<file path="config.mk">
export PLATFORM = sky130hd
export DESIGN_NAME = bus_arbiter_ctrl
export DESIGN_NICKNAME = d
export VERILOG_FILES = /design/src/rtl/bus_arbiter_ctrl.sv
export SDC_FILE = /design/constraint.sdc
export NUM_CORES = 1
export LEC_CHECK = 0
export BUFFER_PORTS_ARGS = -buffer_cell sky130_fd_sc_hd__buf_2
export CELL_PAD_IN_SITES_DETAIL_PLACEMENT = 1
export CELL_PAD_IN_SITES_GLOBAL_PLACEMENT = 1
export CORE_MARGIN = 5
export CORE_UTILIZATION = 35
export CTS_CLUSTER_SIZE = 25
export DETAILED_ROUTE_END_ITERATION = 10
export PLACE_DENSITY = 0.73
export SYNTH_ARGS = -nofsm -noshare
export SYNTH_HDL_FRONTEND = slang
export SYNTH_SLANG_ARGS = --single-unit
</file>
<file path="constraint.sdc">
create_clock -name clk -period 3 [get_ports clk]
set_input_delay 0.6 -clock clk [delete_from_list [all_inputs] [get_ports clk]]
set_output_delay 0.6 -clock clk [all_outputs]
set_load 0.02 [all_outputs]
</file>
<file path="src/rtl/bus_arbiter_ctrl.sv">
// Two-master / three-slave serial bus sequencer: arbitrates, captures the slave ID
// serially, connects the slave and holds until release. Optional: ARB_ROUND_ROBIN_EN.
module bus_arbiter_ctrl #(
    parameter int SLAVE_ID_W = 2,
    parameter int TIMEOUT    = 255
) (
    input  logic       clk,
    input  logic       rstn,
    input  logic       m1_request,
    input  logic       m2_request,
    input  logic       m1_master_valid,
    input  logic       m2_master_valid,
    input  logic       m1_tx_address,
    input  logic       m2_tx_address,
    input  logic [2:0] slave_ready,
    output logic [1:0] bus_grant,
    output logic [2:0] slave_grant,
    output logic       bus_busy,
    output logic       arb_error
);

    localparam int          CNT_W    = $clog2(SLAVE_ID_W + 1);
    localparam logic [1:0]  GNT_NONE = 2'b00;
    localparam logic [1:0]  GNT_M1   = 2'b01;
    localparam logic [1:0]  GNT_M2   = 2'b10;
    localparam logic [15:0] TMO_LIM  = 16'(TIMEOUT);

    typedef enum logic [2:0] {
        S_IDLE,
        S_ADDR,
        S_WAIT,
        S_CONN,
        S_REL
    } state_t;

    state_t                state_q, state_d;
    logic [1:0]            bus_grant_q, bus_grant_d;
    logic [2:0]            slave_grant_q, slave_grant_d;
    logic [2:0]            slave_sel_q, slave_sel_d;
    logic                  bus_busy_q, bus_busy_d;
    logic                  arb_error_q, arb_error_d;
    logic [SLAVE_ID_W-1:0] id_q, id_d;
    logic [CNT_W-1:0]      bit_cnt_q, bit_cnt_d;
    logic [15:0]           tmo_cnt_q, tmo_cnt_d;

    logic                  g_req, g_valid, g_bit;
    logic [SLAVE_ID_W-1:0] id_shift;
    logic [15:0]           tmo_next;
    logic                  dec_ok;
    logic [2:0]            dec_sel;
    logic                  win_m2;

`ifdef ARB_ROUND_ROBIN_EN
    logic last_m2_q, last_m2_d;
`endif

    // Maps the captured ID to a one-hot slave select; returns {valid, one_hot}.
    function automatic logic [3:0] decode_id(input logic [SLAVE_ID_W-1:0] id);
        logic [31:0] v;
        v = 32'(id);
        case (v)
            32'd0:   decode_id = 4'b1_001;
            32'd1:   decode_id = 4'b1_010;
            32'd2:   decode_id = 4'b1_100;
            default: decode_id = 4'b0_000;
        endcase
    endfunction

    always_comb begin
        g_req    = bus_grant_q[1] ? m2_request      : m1_request;
        g_valid  = bus_grant_q[1] ? m2_master_valid : m1_master_valid;
        g_bit    = bus_grant_q[1] ? m2_tx_address   : m1_tx_address;
        id_shift = (id_q << 1) | SLAVE_ID_W'(g_bit);
        tmo_next = tmo_cnt_q + 16'd1;
        {dec_ok, dec_sel} = decode_id(id_shift);
`ifdef ARB_ROUND_ROBIN_EN
        win_m2 = m2_request && (!m1_request || !last_m2_q);
`else
        win_m2 = m2_request && !m1_request;
`endif
    end

    always_comb begin
        // NOTE: every signal gets its default first so no branch can infer a latch.
        state_d       = state_q;
        bus_grant_d   = bus_grant_q;
        slave_grant_d = slave_grant_q;
        slave_sel_d   = slave_sel_q;
        arb_error_d   = 1'b0;
        id_d          = id_q;
        bit_cnt_d     = bit_cnt_q;
        tmo_cnt_d     = tmo_cnt_q;
`ifdef ARB_ROUND_ROBIN_EN
        last_m2_d     = last_m2_q;
`endif

        case (state_q)
            S_IDLE: begin
                bus_grant_d   = GNT_NONE;
                slave_grant_d = 3'b000;
                slave_sel_d   = 3'b000;
                id_d          = '0;
                bit_cnt_d     = '0;
                tmo_cnt_d     = '0;
                if (m1_request || m2_request) begin
                    state_d     = S_ADDR;
                    bus_grant_d = win_m2 ? GNT_M2 : GNT_M1;
                end
            end

            S_ADDR: begin
                tmo_cnt_d = tmo_next;
                if (!g_req) begin
                    state_d     = S_IDLE;
                    bus_grant_d = GNT_NONE;
                end else if (tmo_next == TMO_LIM) begin
                    state_d     = S_IDLE;
                    bus_grant_d = GNT_NONE;
                    arb_error_d = 1'b1;
                end else if (g_valid) begin
                    id_d      = id_shift;
                    bit_cnt_d = bit_cnt_q + CNT_W'(1);
                    if (bit_cnt_q == CNT_W'(SLAVE_ID_W - 1)) begin
                        if (dec_ok) begin
                            state_d     = S_WAIT;
                            slave_sel_d = dec_sel;
                        end else begin
                            state_d     = S_IDLE;
                            bus_grant_d = GNT_NONE;
                            arb_error_d = 1'b1;
                        end
                    end
                end
            end

            S_WAIT: begin
                tmo_cnt_d = tmo_next;
                // A ready slave beats a simultaneous timeout.
                if (!g_req) begin
                    state_d     = S_IDLE;
                    bus_grant_d = GNT_NONE;
                end else if ((slave_ready & slave_sel_q) != 3'b000) begin
                    state_d       = S_CONN;
                    slave_grant_d = slave_sel_q;
`ifdef ARB_ROUND_ROBIN_EN
                    last_m2_d     = bus_grant_q[1];
`endif
                end else if (tmo_next == TMO_LIM) begin
                    state_d     = S_IDLE;
                    bus_grant_d = GNT_NONE;
                    arb_error_d = 1'b1;
                end
            end

            S_CONN: begin
                if (!g_req) begin
                    state_d       = S_REL;
                    bus_grant_d   = GNT_NONE;
                    slave_grant_d = 3'b000;
                end
            end

            S_REL: begin
                state_d       = S_IDLE;
                bus_grant_d   = GNT_NONE;
                slave_grant_d = 3'b000;
            end

            default: begin
                state_d       = S_IDLE;
                bus_grant_d   = GNT_NONE;
                slave_grant_d = 3'b000;
            end
        endcase

        bus_busy_d = (state_d != S_IDLE);
    end

    always_ff @(posedge clk or negedge rstn) begin
        if (!rstn) begin
            state_q       <= S_IDLE;
            bus_grant_q   <= GNT_NONE;
            slave_grant_q <= 3'b000;
            slave_sel_q   <= 3'b000;
            bus_busy_q    <= 1'b0;
            arb_error_q   <= 1'b0;
            id_q          <= '0;
            bit_cnt_q     <= '0;
            tmo_cnt_q     <= '0;
        end else begin
            // NOTE: non-blocking so every flop samples the pre-edge values together.
            state_q       <= state_d;
            bus_grant_q   <= bus_grant_d;
            slave_grant_q <= slave_grant_d;
            slave_sel_q   <= slave_sel_d;
            bus_busy_q    <= bus_busy_d;
            arb_error_q   <= arb_error_d;
            id_q          <= id_d;
            bit_cnt_q     <= bit_cnt_d;
            tmo_cnt_q     <= tmo_cnt_d;
        end
    end

`ifdef ARB_ROUND_ROBIN_EN
    // Reset to m2 so the first contested grant goes to m1.
    always_ff @(posedge clk or negedge rstn) begin
        if (!rstn) begin
            last_m2_q <= 1'b1;
        end else begin
            last_m2_q <= last_m2_d;
        end
    end
`endif

    assign bus_grant   = bus_grant_q;
    assign slave_grant = slave_grant_q;
    assign bus_busy    = bus_busy_q;
    assign arb_error   = arb_error_q;

endmodule

</file>
# After elaboration in Yosys (flattened, before gate mapping)

Cells that the tools add are included.

Bits in registers: 32
Bits of input ports: 11
Output and inout port bits: 7
Logic and storage cells: 103

Add/subtract/negate cells: 2
Equal/unequal tests: 20
Muxes and demuxes: 55
Bitwise logic cells: 3
Reduce and logical (&&, ||, !) cells: 14

Operators by type and width:

| operator                                                                | number |
|---|---|
| 3-bit 2-to-1 mux                                                        | 17 |
| 16-bit one-hot mux with 2 select lines                                  | 1 |
| 2-bit 2-to-1 mux                                                        | 15 |
| 16-bit by 1-bit adder with 16-bit output (second input constant)        | 1 |
| 16-bit by 8-bit equality test with 1-bit output (second input constant) | 1 |
| 2-bit != test (second input constant)                                   | 8 |
| 1-bit 2-to-1 mux                                                        | 14 |
| 4-bit != test (second input constant)                                   | 3 |
| 3-bit one-hot mux with 4 select lines                                   | 1 |
| 4-bit one-hot mux with 3 select lines                                   | 1 |
| 6-bit AND reduction                                                     | 2 |
| 3-bit one-hot mux with 3 select lines                                   | 1 |
| 2-bit one-hot mux with 4 select lines                                   | 1 |
| 4-bit AND reduction                                                     | 2 |
| 3-bit by 2-bit equality test with 1-bit output (second input constant)  | 2 |
| 3-bit != test (second input constant)                                   | 2 |
| 3-bit one-hot mux with 2 select lines                                   | 1 |
| 3-bit nonzero test                                                      | 2 |
| 2-bit by 1-bit equality test with 1-bit output (second input constant)  | 2 |
| 1-bit one-hot mux with 2 select lines                                   | 2 |
| 2-bit one-hot mux with 2 select lines                                   | 1 |
| 2-bit nonzero test                                                      | 2 |
| 3-bit AND                                                               | 1 |
| 3-bit by 1-bit equality test with 1-bit output (second input constant)  | 1 |
| 10 further kinds                                                        | 10 |

# Longest topological paths before layout

Depth in word-level cells: 11
Gate-level depth with buffers: 8
Gate-level depth less buffers: 8

# Worst setup path after synthesis

Ideal clock, no wire load.

Kind: register to register
From: reg tmo_cnt_q[1]
To: reg bit_cnt_q[0]
Setup time: 0.125 ns
Arrival time: 2.283 ns
Data required time: 2.875 ns
Path slack: 0.593 ns
Cell stages (with the launch flop): 9
Buffers on the path: 0
Period minus slack after synthesis: 2.407 ns
Cells stage by stage: dfrtp_1 ha_1 nand3_4 or4_1 o31ai_1 nor2_1 nor4b_2 a21oi_2 mux2_2

Longest elaborated chain between the ends: 4

Ends and longest elaborated chain:

| element                                         | RTL line | RTL |
|---|---|---|
| from (decl)                                     | 44       | `logic [15:0] tmo_cnt_q, tmo_cnt_d;` |
| from (signal assigned)                          | 200      | `tmo_cnt_q <= tmo_cnt_d;` |
| 16-bit by 1-bit adder with 16-bit output        | 74       | `tmo_next = tmo_cnt_q + 16'd1;` |
| 16-bit by 8-bit equality test with 1-bit output | 116      | `end else if (tmo_next == TMO_LIM) begin` |
| 2-bit != test (no line)                         | n/a      |  |
| 4-bit AND reduction (no line)                   | n/a      |  |
| to (signal assigned)                            | 199      | `bit_cnt_q <= bit_cnt_d;` |
| to (decl)                                       | 43       | `logic [CNT_W-1:0] bit_cnt_q, bit_cnt_d;` |

No other way between the ends.
A chain may end at the register's enable or synchronous reset.

# Worst setup path in the final report

Ends and elaborated chain as after synthesis.

==> impl_metrics.ini <==
[routing]
drt_iter0_markers = 72
vias = 1696
wl_met1_um = 2373
top_layer_used = met4
routedWlPerCell_um = 14.99
post-route-drc-count = 0
wl_met3_um = 195
drt-total-wl_um = 4601
wl_met2_um = 2005
drtPass1Iterations = 4
vias_per_cell = 5.524
drtAntennaViolNets = 0

[cts]
clock_latency_ps = 290
hold_buffers = 0
clockBufferDepth = 2
cts-root-buf = clkbuf_8
cts_sinks = 32
cts_buffers = 5
postCtsSetupBuffers = 0
cts_tree = yes
htreeDepth = 2
clkSlewWorstSetupHoldPaths_ps = 70
cts_resized = 0

[placed_design]
gp_congestion = 0.7525
dpl.hpwl_um = 3349
post-place-ws_ps = 285.2
port_buffers = 17

[logic_synthesis]
synthTopCellsByArea = dfrtp_1, o21ai_0, nand2_1
ys.flop_type = dfrtp_1
synthesis.nets = 231
synth.avg_cell_area_um2 = 8.781
syn_inst = 217
synth.top_cell.area_share_pct = 42.02
yosys.area.top_type = dfrtp_1
synth-async-reset-ratio_pct = 100.0
synth_edf_count = 0
syn_area_mm2 = 0.001906
ys_types = 46
yosys_register_bits = 32
ys_seq_area_share_pct = 42.02
yosysWarnings = 0

[worst_hold_path]
hold_path.class = primary input to asynchronous set/reset pin

[floorplanning]
start_util_pct = 36.61
die_x_um = 83.79
std_cell_rows = 26
die_area_mm2 = 0.007020
ios = 18
coreArea_mm2 = 0.005205
die_y_um = 83.79

[sta]
hold_viol_final = 0
period_share_pct = 91.51
rsz0062_at_grt = false
post-route-min-period_ps = 2745
skew_ps = 7.880
setup_viol = 0
setup_tns_ps = 0
max_freq_ghz = 0.3642
whs_ps = 354.9
slew_headroom_pct = 52.74
setup_slack_ps = 254.6
tightest_slew_ps = 708.9
report.final.slew_viol_count = 0

[finish]
regArea_um2 = 800.8
n_antenna_cell = 0
nFillCells = 650
fin_util_pct = 41.06
area_growth_pct = 12.15
layout.nets = 250
drive_above_1_share_pct = 16.03
multi_input_area_mm2 = 0.001018

[worst_setup_path]
r2r_end = bit_cnt_q[0]
r2r_setup_slack_ps = 250
critPathCaptureType = flip-flop
crit_type = flip-flop to flip-flop
reg2reg_depth = 8
critPathArrivalTime_ps = 2930
crit_required_ps = 3180
critical_path.max_fanout = 7
cp-start-kind = flip-flop
r2r_start = tmo_cnt_q[1]

[grt]
grt_pass1_vias = 1689
grt_remaining_overflow = 0
grt_max_degree = 33
grt.total_usage_pct = 13.91
grt_pass1_wl_um = 7969
antenna_found_initial = 0

[power_and_ir_drop]
p_leak_nw = 0.9191
powerDensity_mw_per_mm2 = 817.6
ir_drop_uv = 453.3

[outcome]
status = complete, no violations

[job]
cap_violations = 0
sequential cells by signal, indices dropped and copies added, names as in the netlist:
name         cells
arb_error        1
bus_busy         1
state_q          3
slave_grant      3
id_q             1
slave_sel_q      3
tmo_cnt_q       16
bus_grant        2
bit_cnt_q        2
layout by cell type (no fill, tap or decap), types with 5 or more instances in the layout:
master    synthesis  routed
nand2_1          29      29
buf_2             0      17
a21oi_1          14      14
o21ai_0          33      33
nand4_1           7       7
dfrtp_1          32      32
and3_1            5       5
clkbuf_8          0       6
inv_1            10      10
nand3_1           8       8
nor2_1           14      14
per-stage QoR:
step	area, um2	std cells	power, mW
floorplan	1906	217	1.203
CTS	2137	307	1.777
global placement	2044	299	1.392
finish	2137	307	1.747
detailed placement	2044	299	1.409
global route	2137	307	1.906
critical path, cell delays in order, from the launching register on:
cell and delay [ps]:
dfrtp_1 450, ha_1 350, nand3_4 140, nor4_4 350
mux2i_1 220, a22oi_1 130, nor4b_2 510, a21oi_2 190
mux2_2 300
worst max path at each step:
stage                             from           end  slack, ps  depth (start not counted)
after floorplan           tmo_cnt_q[1]  bit_cnt_q[0]        590                          8
after global placement    tmo_cnt_q[1]  bit_cnt_q[1]        380                          8
after detailed placement  tmo_cnt_q[1]  bit_cnt_q[0]        290                          8
after CTS                 tmo_cnt_q[1]  bit_cnt_q[0]        270                          8
after global routing      tmo_cnt_q[1]  bit_cnt_q[1]         20                          8
final                     tmo_cnt_q[1]  bit_cnt_q[0]        250                          8
power by group:
part	leakage, nW	switching, mW	internal, mW
logic	0.438	0.470	0.295
clock network	0.0510	0.164	0.183
registers	0.430	0.115	0.520
total	0.919	0.749	0.998
cells in the mapped netlist, drive strengths merged (2+ instances only):
cell type	number
a21oi	15
a22oi	2
a31oi	2
and3	7
and4	2
buf	4
clkbuf	3
dfrtp	32
ha	3
inv	10
mux2	4
mux2i	4
nand2	29
nand2b	4
nand3	10
nand4	7
nor2	14
nor2b	3
nor4	2
o21ai	33
o22ai	3
o31ai	4
or3	2
xnor2	2
metal layers:
layer | vias to the layer above | track usage [%]
met5 | - | 0
met4 | 0 | 3.801
met3 | 2 | 4.344
met2 | 32 | 21.11
met1 | 824 | 19.09
li1 | 838 | -
cell families after synthesis:
| family | Yosys count | share of synthesized area (%) |
|---|---|---|
| AOI/OAI and AO/OA | 70 | 21.87 |
| buffers and inverters | 17 | 4.530 |
| muxes | 8 | 4.465 |
| adders and majority gates | 3 | 1.970 |
| DFF | 32 | 42.02 |
| and+or+nand+nor | 85 | 24.23 |
| xor gates and xnor gates | 2 | 0.9194 |
layout make-up:
| cell class | instances | share of cell area, % |
|---|---|---|
| Clock inverter | 2 | 0.4684 |
| Inverter | 10 | 1.756 |
| Clock buffer | 6 | 3.864 |
| Multi-Input combinational cell | 168 | 47.66 |
| Tap cell | 70 | 4.098 |
| Timing Repair Buffer | 19 | 4.684 |
| Sequential cell | 32 | 37.47 |
Power figures use the tool's default switching activity.
